`config.mk`:
```
export PLATFORM = sky130hd
export DESIGN_NAME = frame_diff_stat_flat
export DESIGN_NICKNAME = d
export VERILOG_FILES = /design/src/rtl/frame_proc_pkg.sv /design/src/rtl/frame_diff_stat_if.sv /design/src/rtl/sync_delay_line.sv /design/src/rtl/frame_diff_stat.sv /design/src/flat_wrapper.sv
export SDC_FILE = /design/constraint.sdc
export NUM_CORES = 1
export LEC_CHECK = 0
export CAP_MARGIN = 25
export CORE_ASPECT_RATIO = 0.6
export CORE_MARGIN = 5
export CORE_UTILIZATION = 45
export CTS_CLUSTER_SIZE = 40
export DETAILED_ROUTE_END_ITERATION = 7
export PLACE_DENSITY = 0.68
export SYNTH_ARGS = -nofsm -noshare
export SYNTH_HDL_FRONTEND = slang
export SYNTH_SLANG_ARGS = --single-unit
```
`constraint.sdc`:
```
create_clock -name sys_clk -period 7.7 [get_ports sys_clk]
set_input_delay 2.31 -clock sys_clk [delete_from_list [all_inputs] [get_ports sys_clk]]
set_output_delay 2.31 -clock sys_clk [all_outputs]
set_load 0.05 [all_outputs]
```
`src/rtl/frame_proc_pkg.sv`:
```
// Shared types and limits for the frame-difference motion statistics block.
// Holds the diff_mode encodings, the frame-state enum and the legal parameter bounds.
package frame_proc_pkg;

  typedef enum logic [1:0] {
    MODE_ABS = 2'b00,
    MODE_POS = 2'b01,
    MODE_NEG = 2'b10,
    MODE_OFF = 2'b11
  } diff_mode_e;

  typedef enum logic {
    ST_IDLE   = 1'b0,
    ST_ACTIVE = 1'b1
  } frame_state_e;

  localparam int DW_MIN      = 4;
  localparam int DW_MAX      = 16;
  localparam int PRE_LAT_MAX = 7;
  localparam int CNT_W_MIN   = 8;
  localparam int CNT_W_MAX   = 24;

endpackage

```
`src/rtl/frame_diff_stat_if.sv`:
```
// Video stream bundle: incoming current/previous luma with sync, outgoing motion bit with sync.
// No backpressure: the stream is paced purely by the clken qualifier.
interface frame_diff_stat_if #(
  parameter int DW = 8
);
  logic          per_frame_vsync;
  logic          per_frame_href;
  logic          per_frame_clken;
  logic [DW-1:0] per_img_Y;
  logic [DW-1:0] pre_img_Y;
  logic          post_frame_vsync;
  logic          post_frame_href;
  logic          post_frame_clken;
  logic          post_img_bit;

  modport master (
    output per_frame_vsync, per_frame_href, per_frame_clken, per_img_Y, pre_img_Y,
    input  post_frame_vsync, post_frame_href, post_frame_clken, post_img_bit
  );

  modport slave (
    input  per_frame_vsync, per_frame_href, per_frame_clken, per_img_Y, pre_img_Y,
    output post_frame_vsync, post_frame_href, post_frame_clken, post_img_bit
  );
endinterface

```
`src/rtl/sync_delay_line.sv`:
```
// Fixed-depth register delay line; DEPTH=0 degenerates to a wire.
// Latency DEPTH cycles, no backpressure (free-running shift every clock).
module sync_delay_line #(
  parameter int WIDTH = 1,
  parameter int DEPTH = 1
) (
  input  logic             sys_clk,
  input  logic             sys_rst_n,
  input  logic [WIDTH-1:0] din,
  output logic [WIDTH-1:0] dout
);

  if (DEPTH == 0) begin : g_wire
    logic unused_clk_rst;
    assign unused_clk_rst = sys_clk ^ sys_rst_n;
    assign dout = din;
  end else begin : g_dly
    logic [WIDTH-1:0] stage [DEPTH];

    always_ff @(posedge sys_clk or negedge sys_rst_n) begin
      if (!sys_rst_n) begin
        for (int i = 0; i < DEPTH; i++) stage[i] <= '0;
      end else begin
        stage[0] <= din;
        for (int i = 1; i < DEPTH; i++) stage[i] <= stage[i-1];
      end
    end

    assign dout = stage[DEPTH-1];
  end

endmodule

```
`src/rtl/frame_diff_stat.sv`:
```
// Per-pixel frame-difference motion detection plus a saturating per-frame motion count.
// Latency PRE_LAT+1 cycles from per_* to post_*; no backpressure, stream paced by clken.
module frame_diff_stat
  import frame_proc_pkg::*;
#(
  parameter int DW      = 8,
  parameter int PRE_LAT = 1,
  parameter int CNT_W   = 20
) (
  input  logic             sys_clk,
  input  logic             sys_rst_n,
  frame_diff_stat_if.slave vid,
  input  logic [DW-1:0]    diff_threshold,
  input  logic [1:0]       diff_mode,
  output logic [CNT_W-1:0] motion_cnt,
  output logic             motion_cnt_valid
);

  localparam logic [CNT_W-1:0] ACC_MAX = '1;

  logic [DW-1:0] cur_y;
  logic [2:0]    sync_al;
  logic          al_vs, al_hr, al_ce;

  sync_delay_line #(.WIDTH(DW), .DEPTH(PRE_LAT)) u_dly_data (
    .sys_clk   (sys_clk),
    .sys_rst_n (sys_rst_n),
    .din       (vid.per_img_Y),
    .dout      (cur_y)
  );

  sync_delay_line #(.WIDTH(3), .DEPTH(PRE_LAT)) u_dly_sync (
    .sys_clk   (sys_clk),
    .sys_rst_n (sys_rst_n),
    .din       ({vid.per_frame_vsync, vid.per_frame_href, vid.per_frame_clken}),
    .dout      (sync_al)
  );

  assign {al_vs, al_hr, al_ce} = sync_al;

  logic          al_vs_d;
  logic [DW-1:0] thr_sh;
  diff_mode_e    mode_sh;
  logic          bit_r;
  logic          post_vs, post_hr, post_ce;
  logic [DW:0]   cur_x, pre_x, thr_x, d_pos, d_neg;
  logic          hit;

  assign cur_x = {1'b0, cur_y};
  assign pre_x = {1'b0, vid.pre_img_Y};
  assign thr_x = {1'b0, thr_sh};

  // One-sided differences clamp at zero, so no wrap can fake a large delta.
  always_comb begin
    d_pos = '0;
    d_neg = '0;
    hit   = 1'b0;
    if (cur_x > pre_x) d_pos = cur_x - pre_x;
    if (pre_x > cur_x) d_neg = pre_x - cur_x;
    case (mode_sh)
      MODE_ABS: hit = (d_pos > thr_x) | (d_neg > thr_x);
      MODE_POS: hit = d_pos > thr_x;
      MODE_NEG: hit = d_neg > thr_x;
      default:  hit = 1'b0;
    endcase
  end

  always_ff @(posedge sys_clk or negedge sys_rst_n) begin
    if (!sys_rst_n) begin
      al_vs_d <= 1'b0;
      thr_sh  <= '0;
      mode_sh <= MODE_ABS;
      bit_r   <= 1'b0;
      post_vs <= 1'b0;
      post_hr <= 1'b0;
      post_ce <= 1'b0;
    end else begin
      al_vs_d <= al_vs;
      if (al_vs && !al_vs_d) begin
        thr_sh  <= diff_threshold;
        mode_sh <= diff_mode_e'(diff_mode);
      end
      if (al_ce) bit_r <= hit;
      post_vs <= al_vs;
      post_hr <= al_hr;
      post_ce <= al_ce;
    end
  end

  logic pix_bit;
  assign pix_bit              = bit_r & post_hr & post_ce;
  assign vid.post_img_bit     = pix_bit;
  assign vid.post_frame_vsync = post_vs;
  assign vid.post_frame_href  = post_hr;
  assign vid.post_frame_clken = post_ce;

  frame_state_e     state;
  logic             post_vs_d;
  logic [CNT_W-1:0] acc;

  // A hit on the vsync edge belongs to the new frame, hence the load of pix_bit.
  always_ff @(posedge sys_clk or negedge sys_rst_n) begin
    if (!sys_rst_n) begin
      state            <= ST_IDLE;
      post_vs_d        <= 1'b0;
      acc              <= '0;
      motion_cnt       <= '0;
      motion_cnt_valid <= 1'b0;
    end else begin
      post_vs_d        <= post_vs;
      motion_cnt_valid <= 1'b0;
      if (post_vs && !post_vs_d) begin
        acc <= {{(CNT_W-1){1'b0}}, pix_bit};
        case (state)
          ST_IDLE:   state <= ST_ACTIVE;
          ST_ACTIVE: begin
            motion_cnt       <= acc;
            motion_cnt_valid <= 1'b1;
          end
        endcase
      end else if (pix_bit && acc != ACC_MAX) begin
        acc <= acc + CNT_W'(1);
      end
    end
  end

endmodule

```
`src/flat_wrapper.sv`:
```
// flat-port wrapper written by rule: the top's interface ports become plain ports
module frame_diff_stat_flat import frame_proc_pkg::*;
#(
  parameter int DW      = 8,
  parameter int PRE_LAT = 1,
  parameter int CNT_W   = 20
)
  (sys_clk, sys_rst_n, diff_threshold, diff_mode, motion_cnt, motion_cnt_valid, vid_per_frame_vsync, vid_per_frame_href, vid_per_frame_clken, vid_per_img_Y, vid_pre_img_Y, vid_post_frame_vsync, vid_post_frame_href, vid_post_frame_clken, vid_post_img_bit);
  frame_diff_stat_if #(.DW(DW)) vid_i ();
  input  logic sys_clk;
  input  logic sys_rst_n;
  input  logic [DW-1:0] diff_threshold;
  input  logic [1:0] diff_mode;
  output logic [CNT_W-1:0] motion_cnt;
  output logic motion_cnt_valid;
  input wire logic [$bits(vid_i.per_frame_vsync)-1:0] vid_per_frame_vsync;
  input wire logic [$bits(vid_i.per_frame_href)-1:0] vid_per_frame_href;
  input wire logic [$bits(vid_i.per_frame_clken)-1:0] vid_per_frame_clken;
  input wire logic [$bits(vid_i.per_img_Y)-1:0] vid_per_img_Y;
  input wire logic [$bits(vid_i.pre_img_Y)-1:0] vid_pre_img_Y;
  output wire logic [$bits(vid_i.post_frame_vsync)-1:0] vid_post_frame_vsync;
  output wire logic [$bits(vid_i.post_frame_href)-1:0] vid_post_frame_href;
  output wire logic [$bits(vid_i.post_frame_clken)-1:0] vid_post_frame_clken;
  output wire logic [$bits(vid_i.post_img_bit)-1:0] vid_post_img_bit;
  assign vid_i.per_frame_vsync = vid_per_frame_vsync;
  assign vid_i.per_frame_href = vid_per_frame_href;
  assign vid_i.per_frame_clken = vid_per_frame_clken;
  assign vid_i.per_img_Y = vid_per_img_Y;
  assign vid_i.pre_img_Y = vid_pre_img_Y;
  assign vid_post_frame_vsync = vid_i.post_frame_vsync;
  assign vid_post_frame_href = vid_i.post_frame_href;
  assign vid_post_frame_clken = vid_i.post_frame_clken;
  assign vid_post_img_bit = vid_i.post_img_bit;
  frame_diff_stat #(.DW(DW), .PRE_LAT(PRE_LAT), .CNT_W(CNT_W)) u_core (.sys_clk(sys_clk), .sys_rst_n(sys_rst_n), .vid(vid_i), .diff_threshold(diff_threshold), .diff_mode(diff_mode), .motion_cnt(motion_cnt), .motion_cnt_valid(motion_cnt_valid));
endmodule
```
=== Yosys cells after proc, flatten, opt, wreduce, memory -nomap -nowiden ===
Index checks and enable logic that the tools add are counted.

* Word-level logic and storage cells: 41
* Register bits after elaboration: 68
* Output and inout bits: 25

* Order comparisons: 4
* Muxes and demuxes: 7
* Bitwise operators: 3
* Add/sub/neg operators: 3
* Equality and inequality tests: 3
* Reductions and logical operators: 8

{| class="wikitable"
|+ Operators by type and width
! kind !! number
|-
| $mux 20 || 2
|-
| $add 20x1->20 const B || 1
|-
| $ne 20x20->1 const B || 1
|-
| $gt 9x8->1 || 2
|-
| $mux 9 || 2
|-
| $sub 8x8->9 || 2
|-
| $gt 8x8->1 || 2
|-
| $logic_and 1x1->1 || 3
|-
| $pmux 1 s3 || 1
|-
| $and 1x1->1 || 2
|-
| $eq 2x1->1 const B || 1
|-
| $eq 2x2->1 const B || 1
|-
| $logic_not 1->1 || 2
|-
| $logic_not 2->1 || 1
|-
| $mux 1 || 2
|-
| $reduce_and 2->1 || 1
|-
| $reduce_bool 2->1 || 1
|-
| $or 1x1->1 || 1
|}

=== Depth between registers and ports, before layout ===
Gate-level depths: netlist of the first run.

* Word-level depth: 5
* Depth in mapped cells: 15

=== Cells and area by module ===
Synthesis of the first run repeated with hierarchy kept, for this count alone.

* Cell total of the unflattened synthesis: 376
* Area, all modules: 3892.5 sq um

{| class="wikitable"
|+ Modules (own cells, without submodules)
! module !! area each (sq um) !! sequential area each (sq um) !! times used !! cells each
|-
| frame_diff_stat || 3617.2 || 1426.4 || 1 || 365
|-
| sync_delay_line at u_core.u_dly_data || 200.2 || 200.2 || 1 || 8
|-
| sync_delay_line at u_core.u_dly_sync || 75.1 || 75.1 || 1 || 3
|}

=== Worst setup path after synthesis of the first run ===
Ideal clock, no wire load.

* Kind: input to register
* Start point: input port vid_pre_img_Y[4]
* End point: register u_core.bit_r
* Setup time: 0.167 ns
* Stages: 14
* Path buffers: 1
* Path slack: 2.379 ns
* Arrival time: 5.154 ns
* Data required time: 7.533 ns
* Path through: inv_1 ha_1 buf_2 and2_1 a22oi_1 a31oi_1 o31ai_1 nor2_1 ha_1 and4_1 a221oi_1 o21ai_0 a221oi_1 o311ai_0

* Cells in the longest elaborated chain, start to end: 5

{| class="wikitable"
|+ Ends and longest elaborated chain
! item !! line !! text
|-
| start, declared || flat_wrapper.sv:20 || <nowiki>input wire logic [$bits(vid_i.pre_img_Y)-1:0] vid_pre_img_Y;</nowiki>
|-
| $sub 8x8->9 (tied with other cells) || frame_diff_stat.sv:58 || <nowiki>if (cur_x > pre_x) d_pos = cur_x - pre_x;</nowiki>
|-
| $mux 9 (on tied branches) || frame_diff_stat.sv:58, frame_diff_stat.sv:59 ||
|-
| $gt 9x8->1 (on tied branches) || frame_diff_stat.sv:61, frame_diff_stat.sv:62, frame_diff_stat.sv:63 ||
|-
| $or 1x1->1 || frame_diff_stat.sv:61 || <nowiki>MODE_ABS: hit = (d_pos > thr_x) | (d_neg > thr_x);</nowiki>
|-
| $pmux 1 s3 (*) || frame_diff_stat.sv:60 || <nowiki>case (mode_sh)</nowiki>
|-
| end signal, assigned || frame_diff_stat.sv:83 || <nowiki>if (al_ce) bit_r <= hit;</nowiki>
|-
| end, declared || frame_diff_stat.sv:44 || <nowiki>logic bit_r;</nowiki>
|}

Mark *: on every way between the ends. The rest lies on a longest branch, timed or not.
A chain may end at the register's enable or synchronous reset.

=== Worst setup path in the final report of the first run ===
* Start point: input port vid_pre_img_Y[1]
* End point: register u_core.bit_r

The elaborated chain is that of the path after synthesis.

==> impl_metrics.yaml, run 1 <==
final_layout:
  seqCellArea_sq_um: 1700
  multi_input_area_sq_um: 2030
  diodes: 0
  utilization_pct: 57.5
  drive_gt1_share_pct: 12.0
  fillers: 769
  final_cell_mix: "dfrtp_1, clkdlybuf4s50_1, inv_1, nor2_1, ha_1"
  final_common_cell: "dfrtp_1"
  nNetsFinal: 518
  finish.instance_area_sq_um: 4900
  area_growth_pct: 24.3
worst_setup_path:
  worstPathArrival_ns: 6.46
  worstReg2RegEnd: "u_core.bit_r"
  timing.rr.start: "u_core.u_dly_data.dout[1]"
  worstPathRequired_ns: 7.84
  r2r_cells: 12
  critPathLaunch: "vid_pre_img_Y[1]"
  ff2ff_setup_slack_ns: 3.60
  critical_path_class: "in2reg"
  start_kind: "primary input"
  worstSetupEndpointType: "register"
  cp_max_fo: 9
synthesis:
  synth-xor-area-share_pct: 4.22
  ys_seq_area_share_pct: 43.1
  yosysUniqueCellTypes: 51
  synth_top_family_by_area: "simple AND/OR/NAND/NOR gates"
  avgSynthCellArea_sq_um: 9.96
  synthesis.nets: 462
  syn_area_sq_um: 3940
  synth-simple-area-share_pct: 15.9
  ys.flop_type: "dfrtp_1"
  synth_edf_count: 0
  synthArstFlopShare_pct: 100
  yosysWarnings: 0
  ys_ff_latch: 68
  yosys.area_share.adder_pct: 11.5
  synth-compound-area-share_pct: 12.6
  muxShareOfSynthArea_pct: 7.33
  synth_cells: 396
floorplan:
  die-area_sq_um: 10800
  initial_core_util_pct: 46.3
  core_sq_um: 8520
  rows: 26
  dieWidth_um: 131
  die_h_um: 82.5
  io_pins: 56
timing:
  min_period_ns: 6.31
  worst_pin_slew_ns: 1.04
  report.final.slew_viol_count: 0
  max_freq_mhz: 158
  fin_ws_ns: 1.39
  finalCritPeriodShare_pct: 82.0
  worst_slew_margin_rel_pct: 30.0
  rsz0062_at_grt: "false"
  tns_ns: 0
  hold_viol: 0
  clock_skew_ns: 0.00647
  finalSetupViolCount: 0
pwr:
  irDropWorstVdd_mv: 0.112
  p_leak_nw: 2.29
  powerDensity_nw_per_um2: 209
clocking:
  ctsResizeCount: 0
  hold_buffers: 0
  cts_tree: "done"
  clk-insertion-delay-late_ns: 0.33
  cts_sinks: 68
  cts_root_buffer: "clkbuf_16"
  clk_pin_slew_ns: 0.06
  htree_levels: 3
  cts_max_path_buffers: 2
  cts_made_buffers: 9
  cts_setup_buffers: 0
place:
  place_area_sq_um: 4580
  port_buffers: 55
  place_hpwl_um: 6640
  dpl_worst_slack_ns: 1.18
  finalWeightedCongestion: 0.871
drt:
  drc: 0
  vias: 3026
  first_iter_violations: 202
  antenna_left: 0
  first_pass_iters: 5
  viasPerCell: 5.32
  post_drt_wl_per_cell_um: 15.8
  wirelength_um: 8990
hold_path:
  worst_hold_path_type: "reg2reg"
  holdPathStages: 0
  holdPathEnd: "u_core.vid.post_frame_href"
  hp-start: "u_core.u_dly_sync.dout[1]"
global_route:
  track_usage_pct: 18.2
  grt_pass1_wl_um: 14900
  grt_antenna_before_repair: 0
  grt_pass1_vias: 2970
  grt_max_degree: 69
  grt_overflow: 0
job:
  drv_cap: 0
run_status:
  outcome: "completed"
[state kept, by name (all words and copies together) (netlist names)]
| signal | cells |
|---|---|
| u_core.acc | 20 |
| u_core.motion_cnt | 20 |
| u_core.thr_sh | 8 |
| u_core.u_dly_data.dout | 8 |
| u_core.u_dly_sync.dout | 3 |
| u_core.mode_sh | 2 |
| u_core.al_vs_d | 1 |
| u_core.bit_r | 1 |
| u_core.motion_cnt_valid | 1 |
| u_core.post_vs_d | 1 |
| u_core.state | 1 |
| u_core.vid.post_frame_clken | 1 |
| u_core.vid.post_frame_href | 1 |
[report_power, final]
| part | leakage, nW | internal [W] | switching (W) |
|---|---|---|---|
| Combinational | 1.26 | 0.0000946 | 0.000125 |
| Clock | 0.147 | 0.000259 | 0.000152 |
| Sequential | 0.887 | 0.000378 | 0.0000137 |
| Total | 2.29 | 0.000732 | 0.000291 |
[routing by layer]
metal | vias up | routed length [um] | GRT usage (%)
li1 | 1497 | - | -
met2 | 109 | 3500 | 24.4
met3 | 7 | 836 | 5.66
met4 | 0 | 81 | 5.75
met5 | - | 0 | 0
met1 | 1413 | 4570 | 27.6
[through the flow]
stage,hold WS (ns),total power [W],cells
2_1_floorplan,0.331,0.000540,396
3_3_place_gp,0.336,0.000608,552
3_5_place_dp,0.345,0.000614,552
4_1_cts,0.360,0.00103,568
5_1_grt,0.378,0.00108,569
6_report,0.357,0.00102,569
[how the worst max path moves through the flow]
stage / endpoint / slack [ns] / cells after the start
2_1_floorplan: u_core.bit_r / 2.38 / 14
3_3_place_gp: u_core.bit_r / 1.43 / 14
3_5_place_dp: u_core.bit_r / 1.18 / 14
4_1_cts: u_core.bit_r / 1.47 / 14
5_1_grt: u_core.bit_r / 1.10 / 14
6_report: u_core.bit_r / 1.39 / 14
[critical path: stages]
cell             delay (ns)
clkdlybuf4s50_1        0.54
inv_1                  0.10
ha_1                   0.34
nor2b_1                0.15
o21ai_0                0.41
a31oi_1                0.16
o31ai_1                0.85
nor2_1                 0.14
ha_1                   0.34
and4_1                 0.19
a221oi_1               0.33
o21ai_0                0.12
a221oi_1               0.27
o311ai_0               0.20
[cell families (layout without fill, tap and decap cells)]
kind of cell,Yosys count,count (layout)
AOI/OAI and AO/OA,75,75
muxes,26,26
DFF,68,68
buffers and inverters,51,112
adders and majority gates,35,35
xor gates and xnor gates,19,19
and+or+nand+nor,122,122
[cells in the mapped netlist (2+ instances only)]
cell type  number  area share [%]
dfrtp_1        68              43
inv_1          37             3.5
nor2_1         37             3.5
ha_1           33              10
mux2_2         23             6.6
o21ai_0        22             2.8
nand2_1        20             1.9
a21oi_1        15             1.9
nand3_1        13             1.6
nor3_1         11             1.4
xor2_1         10             2.2
xnor2_1         9             2.0
clkbuf_1        8            0.76
nor2b_1         8             1.3
nand4_1         6            0.95
or2_2           5            0.79
a21o_1          4            0.76
a221oi_1        4            0.89
o21a_1          4            0.76
or3_1           4            0.63
a31oi_1         3            0.48
and4_1          3            0.67
buf_2           3            0.38
mux2i_1         3            0.76
o2111ai_1       3            0.67
o211a_1         3            0.76
a211oi_1        2            0.38
a21boi_0        2            0.38
a22oi_1         2            0.38
and2_1          2            0.32
and3_1          2            0.32
fa_1            2             1.0
nand3b_1        2            0.38
nor4_1          2            0.32
o211ai_1        2            0.38
o21ai_1         2            0.25
o21bai_1        2            0.38
or3_2           2            0.38
[final cells by class]
type | count | share of cell area (%)
inverters | 37 | 2.83
flip-flops and latches | 68 | 34.7
well taps | 112 | 2.86
clock buffers | 12 | 5.03
repair buffers | 59 | 12.1
multi-input cells | 277 | 41.4
clock inverters | 4 | 0.995
No activity file was read; power rests on OpenSTA's default activity.
==> inputs of run 2 (changes only) <==
Settings changed: PLACE_DENSITY 0.68 to 0.7.
Clock period 7.7 ns to 5.8 ns, I/O delays scaled along.
==> run 2 against run 1 <==
Sequential share of layout area is 0.11 points lower. Via count is 0.63% higher. Global-route usage is 0.60 points lower. Worst setup slack worse by 0.89 ns. Flip-flop and latch count stayed put. Hold slack worse by 0.0058 ns. Clock-buffer cell count is 1 lower. Critical path type unchanged. Highest routed layer unchanged.
==> impl_metrics.yaml, run 2 (synthesized netlist as in run 1, its figures left out) <==
timing:
  report.final.slew_viol_count: 0
  hold_viol: 0
  worst_pin_slew_ns: 0.888
  max_freq_mhz: 189
  worst_slew_margin_rel_pct: 40.6
  rsz0062_at_grt: "false"
  tns_ns: 0
  min_period_ns: 5.30
  clock_skew_ns: 0.00759
  finalSetupViolCount: 0
  holdWs_ns: 0.351
  finalCritPeriodShare_pct: 91.3
clocking:
  ctsResizeCount: 0
  cts_sinks: 68
  cts_made_buffers: 9
  cts_tree: "done"
  cts_root_buffer: "clkbuf_16"
  hold_buffers: 0
  clk-insertion-delay-late_ns: 0.32
  cts_setup_buffers: 0
  htree_levels: 3
  clk_pin_slew_ns: 0.06
  cts_max_path_buffers: 2
run_status:
  outcome: "completed"
worst_setup_path:
  cp_cell_sequence: "clkdlybuf4s50_1 -> inv_1 -> ha_1 -> nor2b_1 -> o21ai_0 -> a31oi_1 -> o31ai_1 -> buf_4 -> nor2_1 -> ha_1 -> a211o_1 -> a221oi_1 -> o21ai_0 -> a221oi_1 -> o311ai_0"
  worstPathArrival_ns: 5.48
  start_kind: "primary input"
  worstSetupEndpointType: "register"
  path_delay_family: "compound AO/OA/AOI/OAI gates"
  worstPathRequired_ns: 5.98
  critPathMaxStageDelay_ns: 0.54
  slowest_stage: "clkdlybuf4s50_1"
  cp_max_fo: 9
  critical_path_class: "in2reg"
  cp_num_buf_inv: 3
drt:
  drc: 0
  viasPerCell: 5.36
  wirelength_um: 8740
  wl_met1_um: 4650
  first_pass_iters: 5
  top_layer_used: "met4"
  post_drt_wl_per_cell_um: 15.4
  antenna_left: 0
  dr_wl_met3_um: 564
  met2_length_um: 3430
  vias: 3045
  first_iter_violations: 237
pwr:
  powerDensity_nw_per_um2: 289
  irDropWorstVdd_mv: 0.189
  p_leak_nw: 2.30
  p_total_w: 0.00142
place:
  finalWeightedCongestion: 0.907
  port_buffers: 55
  place_area_sq_um: 4590
  place_hpwl_um: 6600
floorplan:
  rows: 26
  io_pins: 56
  initial_core_util_pct: 46.3
  dieWidth_um: 131
  die-area_sq_um: 10800
  die_h_um: 82.5
  core_sq_um: 8520
final_layout:
  final_common_cell: "dfrtp_1"
  area_growth_pct: 24.7
  largest_registers: "u_core.acc: 20 flops, u_core.motion_cnt: 20 flops"
  nNetsFinal: 518
  drive_gt1_share_pct: 11.8
  diodes: 0
  finish.instance_area_sq_um: 4920
  final_cell_mix: "dfrtp_1, clkdlybuf4s50_1, inv_1, nor2_1, ha_1"
global_route:
  grt_pass1_wl_um: 14500
  grt_antenna_before_repair: 0
  grt_max_degree: 69
  grt_pass1_vias: 2941
  track_usage_pct: 17.6
  grt_overflow: 0
hold_path:
  worst_hold_path_type: "reg2reg"
job:
  drv_cap: 0
## run 2: layer usage
layer / vias up / GRT usage [%]
met2: 79 / 23.2
met1: 1459 / 26.9
met4: 0 / 6.67
met5: - / 0
met3: 10 / 4.95
li1: 1497 / -
## run 2: cell type report
| cell class | instances | area, sq um |
|---|---|---|
| Timing Repair Buffer | 59 | 576 |
| Clock buffer | 11 | 233 |
| Inverter | 37 | 139 |
| Clock inverter | 4 | 98.8 |
| Sequential cell | 68 | 1700 |
| Multi-Input combinational cell | 277 | 2030 |
| Fill cell | 741 | 3600 |
| Tap cell | 112 | 140 |
## run 2: worst reg2reg max path, delay by kind of cell, from the launching register on
family | cells | cell delay (ns)
adders and majority gates | 2 | 0.62
DFF | 1 | 0.41
buffers and inverters | 1 | 0.20
and+or+nand+nor | 2 | 0.22
AOI/OAI and AO/OA | 8 | 2.05
## run 2: power breakdown
part / internal [W] / switching (W) / total [W]
logic: 0.000124 / 0.000163 / 0.000287
clock network: 0.000419 / 0.000198 / 0.000616
registers: 0.000502 / 0.0000179 / 0.000520
## run 2: worst paths after layout
check | from | to | slack [ns] | cells after the start
setup / recovery | vid_pre_img_Y[1] | u_core.bit_r | 0.50 | 15
hold / removal | u_core.u_dly_sync.dout[1] | u_core.vid.post_frame_href | 0.35 | 0
setup reg to reg | u_core.u_dly_data.dout[1] | u_core.bit_r | 2.17 | 13
hold reg to reg | u_core.u_dly_sync.dout[1] | u_core.vid.post_frame_href | 0.35 | 0
max in group asynchronous | sys_rst_n | u_core.u_dly_data.dout[1] | 3.60 | 2
min in group asynchronous | sys_rst_n | u_core.thr_sh[5] | 1.60 | 2
## run 2: stage by stage
step                      worst slack, ns  utilization, %  instances
final                               0.503            57.7        568
after global routing                0.274            57.7        568
after CTS                           0.550            57.7        568
after detailed placement            0.221            53.8        553
after global placement              0.321            53.8        553
after floorplan                      1.05               -        396
==> RTL edit 1: new RTL, config.mk and constraints of run 2 <==
Put one more register stage on the output `motion_cnt`. The value now appears one clock later. The other outputs are not delayed to match.
--- a/src/rtl/frame_diff_stat.sv
+++ b/src/rtl/frame_diff_stat.sv
@@ -18,4 +18,6 @@
 
   localparam logic [CNT_W-1:0] ACC_MAX = '1;
+
+  logic [CNT_W-1:0] motion_cnt_s0;
 
   logic [DW-1:0] cur_y;
@@ -105,5 +107,5 @@
       post_vs_d        <= 1'b0;
       acc              <= '0;
-      motion_cnt       <= '0;
+      motion_cnt_s0    <= '0;
       motion_cnt_valid <= 1'b0;
     end else begin
@@ -115,5 +117,5 @@
           ST_IDLE:   state <= ST_ACTIVE;
           ST_ACTIVE: begin
-            motion_cnt       <= acc;
+            motion_cnt_s0    <= acc;
             motion_cnt_valid <= 1'b1;
           end
@@ -125,4 +127,8 @@
   end
 
+  always_ff @(posedge sys_clk) begin
+    motion_cnt <= motion_cnt_s0;
+  end
+
 endmodule
 
Behaviour: not the same (Yosys sat finds a counterexample within 10 cycles, from zero or initial values and one cycle with sys_rst_n low).
==> RTL edit 1 against run 2 <==
- routed wire length down 0.17%
- core utilization down 0.84 points
- via count down 3.3%
- setup slack better by 0.44 ns
- design area up 5.1%
- count of clock-buffer cells in the layout up 1
- clock skew up 0.0011 ns
- synthesized cell count down 0.25%
- non-clock buffer count unchanged
- sequential cell count up 20
- area after synthesis up 5.2%
- power up 8.7%
- largest power group is now sequential cells
==> RTL edit 1: results (changes against run 2) <==
** Status
- Outcome :: completed

** Synth
- Parity-gate share of the synthesized area counting xor and xnor cells :: 0.0528 (+0.0106)
- Adder and majority gate portion of the synthesized area :: 0.109 (-0.00568)
- The portion of netlist area occupied by mux cells is 0.0594 (-0.0139).
- The number of distinct library cells after synthesis was 41 (-20%).
- Syn Nets :: 461 (-0.22%)
- The proportion of synthesized chip area in sequential cells came to 0.507 (+0.0752).

** STA
- Worst-case hold slack :: 0.363 ns (+0.0112 ns)
- The final clock skew came to 0.00871 ns (+0.00112 ns).

** Place
- HPWL after DPL :: 6390 microns (-3.2%)
- Dpl cells :: 557 (+0.72%)
- Placer congestion estimate :: 0.840 (-7.4%)

** Power and ir drop
- The fraction of power consumed by combinational cells is 0.169 (-0.033).
- Cell leakage power :: 2.41 nW (+4.6%)
- Combinational Power :: 0.261 mW (-9.1%)
- The switching share of power is 0.259 (-0.00671).

** Routing
- The routed metal-1 wirelength was 4580 microns (-1.5%).
- The final routed wirelength across all metal layers was 8730 microns (-0.17%).
- The mean number of vias per cell is 5.13 (-4.3%).
- The DRC marker count from the first detailed-route iteration is 274 (+16%).

** Worst setup path
- The biggest fanout along the worst timing path came to 8 (-1).
- In this run the critical register-to-register path is launched from u_core.u_dly_data.dout[2]$_DFF_PN0_.

** Global route
- The via count of the first global-routing pass is 2955 (+0.48%).
- Met3 Use GR :: 0.0449 (-0.00458)

** Layout
- The final layout net count was 519 (+0.19%).
- The proportion of layout cells with a drive suffix above 1 is 0.105 (-0.0136).
RTL edit 1: cell types whose count changed in the layout (fill, tap and decap cells not counted), moves of 4 or more:
cell and delta:
sky130_fd_sc_hd__nand2_1 +9, sky130_fd_sc_hd__nor3_1 -7, sky130_fd_sc_hd__a21oi_1 +5, sky130_fd_sc_hd__inv_1 -5, sky130_fd_sc_hd__a221oi_1 -4, sky130_fd_sc_hd__dfxtp_1 +20
sky130_fd_sc_hd__a211oi_1 +4, sky130_fd_sc_hd__nor2_1 +4, sky130_fd_sc_hd__nand4_1 +4, sky130_fd_sc_hd__o21ai_0 -5, sky130_fd_sc_hd__xor2_1 +7
RTL edit 1: area by class of cell:
class	instances	area [sq um]
Multi-Input combinational cell	263	1880
Clock inverter	4	77.6
Tap cell	116	145
Timing Repair Buffer	59	596
Sequential cell	88	2100
Inverter	32	120
Clock buffer	12	246
Fill cell	779	3920
==> RTL edit 2: new RTL, flow settings as in run 2 <==
Made on the original files. `CNT_W` is set to 20 in 2 places; all go to 18.
--- a/src/rtl/frame_diff_stat.sv
+++ b/src/rtl/frame_diff_stat.sv
@@ -6,5 +6,5 @@
   parameter int DW      = 8,
   parameter int PRE_LAT = 1,
-  parameter int CNT_W   = 20
+  parameter int CNT_W   = 18
 ) (
   input  logic             sys_clk,
--- a/src/flat_wrapper.sv
+++ b/src/flat_wrapper.sv
@@ -4,5 +4,5 @@
   parameter int DW      = 8,
   parameter int PRE_LAT = 1,
-  parameter int CNT_W   = 20
+  parameter int CNT_W   = 18
 )
   (sys_clk, sys_rst_n, diff_threshold, diff_mode, motion_cnt, motion_cnt_valid, vid_per_frame_vsync, vid_per_frame_href, vid_per_frame_clken, vid_per_img_Y, vid_pre_img_Y, vid_post_frame_vsync, vid_post_frame_href, vid_post_frame_clken, vid_post_img_bit);
Ports: changed (resized motion_cnt); port bits go from 56 to 54. The function was not compared with the original's and may differ.
==> RTL edit 2 against run 2 <==
- area after synthesis shrank 6.8%
- sequential cell count shrank 4
- design area shrank 6.2%
- critical path depth grew 1
- power shrank 8.5%
- fmax grew 3.7%
- largest cell class unchanged
- synthesized cell count shrank 7.6%
- count of clock-buffer cells in the layout grew 2
- routed wire length shrank 5.3%
- setup slack gained 0.19 ns
- clock power shrank 12%
- register-to-register slack gained 0.09 ns
==> RTL edit 2: results (changes against run 2) <==
** Global route
- Combined global-route utilization of all metal layers :: 0.177 (+0.000679)
- Largest net degree at the start of global routing :: 34 (-51%)
- The via count of the first global-routing pass is 2733 (-7.1%).
- First-pass GRT wire length :: 13900 microns (-4.4%)

** Synth
- Seq/Total Area, Yosys :: 0.436 (+0.00405)
- Yosys attributes the largest share of cell area to sky130_fd_sc_hd__dfrtp_1, sky130_fd_sc_hd__ha_1, sky130_fd_sc_hd__mux2_2, sky130_fd_sc_hd__inv_1, sky130_fd_sc_hd__nor2_1.
- The number of warning messages in the yosys log is 0 (unchanged).
- Netlist cell types :: 50 (-2.0%)
- Ranked by instance count, the synthesized netlist is headed by sky130_fd_sc_hd__dfrtp_1, sky130_fd_sc_hd__inv_1, sky130_fd_sc_hd__ha_1.
- The post-synth net total was 432 (-6.5%).

** Routing
- The wire length per cell after detailed routing was 15.5 microns (+0.52%).
- Vias after detailed routing :: 2797 (-8.1%)
- Number of DRC markers in iteration 0 :: 195 (-18%)

** Worst setup path
- The worst register-to-register path begins at u_core.u_dly_data.dout[2]$_DFF_PN0_.
- Biggest cell delay along the critical path :: 0.48 ns (-0.06 ns)
- The cell depth of the worst flop-to-flop path came to 14 (+1).
- The most critical setup path has its startpoint at vid_pre_img_Y[2].
- Endpoint arrival time on the critical path :: 5.32 ns (-0.16 ns)
- Register-to-register setup slack :: 2.26 ns (+0.09 ns)

** Place
- HPWL after DPL :: 6330 microns (-4.0%)
- The placer's final routability congestion estimate came to 0.897 (-1.1%).
- Port Buffers :: 53 (-3.6%)

** Power and ir drop
- The total internal power was 0.947 mW (-9.4%).
- Cell leakage power :: 2.19 nW (-4.8%)
- The maximum resistive drop on vdd was 0.143 mV (-24%).

** STA
- The final-layout worst hold slack came to 0.348 ns (-0.00343 ns).
- Clock Skew :: 0.00720 ns (-0.000392 ns)
- Pin slew with the least headroom to its limit :: 0.836 ns (-0.0527 ns)

** Status
- The run finished with clean final reports.

** Clock tree
- Clock-pin transition on the worst setup and hold timing paths :: roughly 0.05 ns

** Layout
- The final layout net count was 488 (-5.8%).
- The proportion of layout cells with a drive suffix above 1 came to 0.115 (-0.00367).
- The largest registers in the layout are u_core.acc (18), u_core.motion_cnt (18).
[RTL edit 2: layout make-up]
type / count / area, sq um
fillers: 679 / 3300
multi-input cells: 257 / 1900
flip-flops and latches: 64 / 1600
repair buffers: 56 / 552
clock buffers: 13 / 260
well taps: 108 / 135
inverters: 34 / 128
clock inverters: 3 / 40.0
[RTL edit 2: how the worst min path moves through the flow]
| stage | start | to | depth (start not counted) |
|---|---|---|---|
| after floorplan | u_core.u_dly_sync.dout[1]$_DFF_PN0_ | u_core.vid.post_frame_href$_DFF_PN0_ | 0 |
| after global placement | u_core.u_dly_sync.dout[1]$_DFF_PN0_ | u_core.vid.post_frame_href$_DFF_PN0_ | 0 |
| after detailed placement | u_core.u_dly_sync.dout[1]$_DFF_PN0_ | u_core.vid.post_frame_href$_DFF_PN0_ | 0 |
| after CTS | u_core.u_dly_sync.dout[1]$_DFF_PN0_ | u_core.vid.post_frame_href$_DFF_PN0_ | 0 |
| after global routing | u_core.u_dly_sync.dout[1]$_DFF_PN0_ | u_core.vid.post_frame_href$_DFF_PN0_ | 0 |
| final | u_core.u_dly_sync.dout[1]$_DFF_PN0_ | u_core.vid.post_frame_href$_DFF_PN0_ | 0 |
[RTL edit 2: power by group through the flow]
stage	clock (mW)	sequential (mW)	combinational, mW
after floorplan	0	0.513	0.164
after global routing	0.577	0.492	0.306
final	0.540	0.488	0.274
after detailed placement	0	0.497	0.273
after CTS	0.555	0.489	0.274
after global placement	0	0.496	0.265
[RTL edit 2: metal layers]
metal / up-vias / routed length [microns] / global-route usage
met3: 11 / 630 / 0.0582
met1: 1328 / 4310 / 0.276
met4: 0 / 85 / 0.0450
met5: - / 0 / 0
li1: 1370 / - / -
met2: 88 / 3250 / 0.229
[RTL edit 2: cells by family after synthesis]
group                    after synthesis  share of synthesized area
multiplexers                          19                     0.0582
AO/OA/AOI/OAI                         78                      0.139
adder cells (fa/ha/maj)               35                      0.123
buffers and inverters                 45                     0.0487
XOR/XNOR                              20                     0.0476
AND/OR/NAND/NOR                      105                      0.148
flip-flops                            64                      0.436
[RTL edit 2: through the flow]
step	setup slack, ns	cell area, sq um	power (mW)	cells
finish	0.691	4610	1.30	535
global route	0.465	4610	1.37	535
CTS	0.732	4610	1.32	535
detailed placement	0.369	4310	0.770	519
global placement	0.569	4300	0.762	518
floorplan	1.32	3680	0.677	366
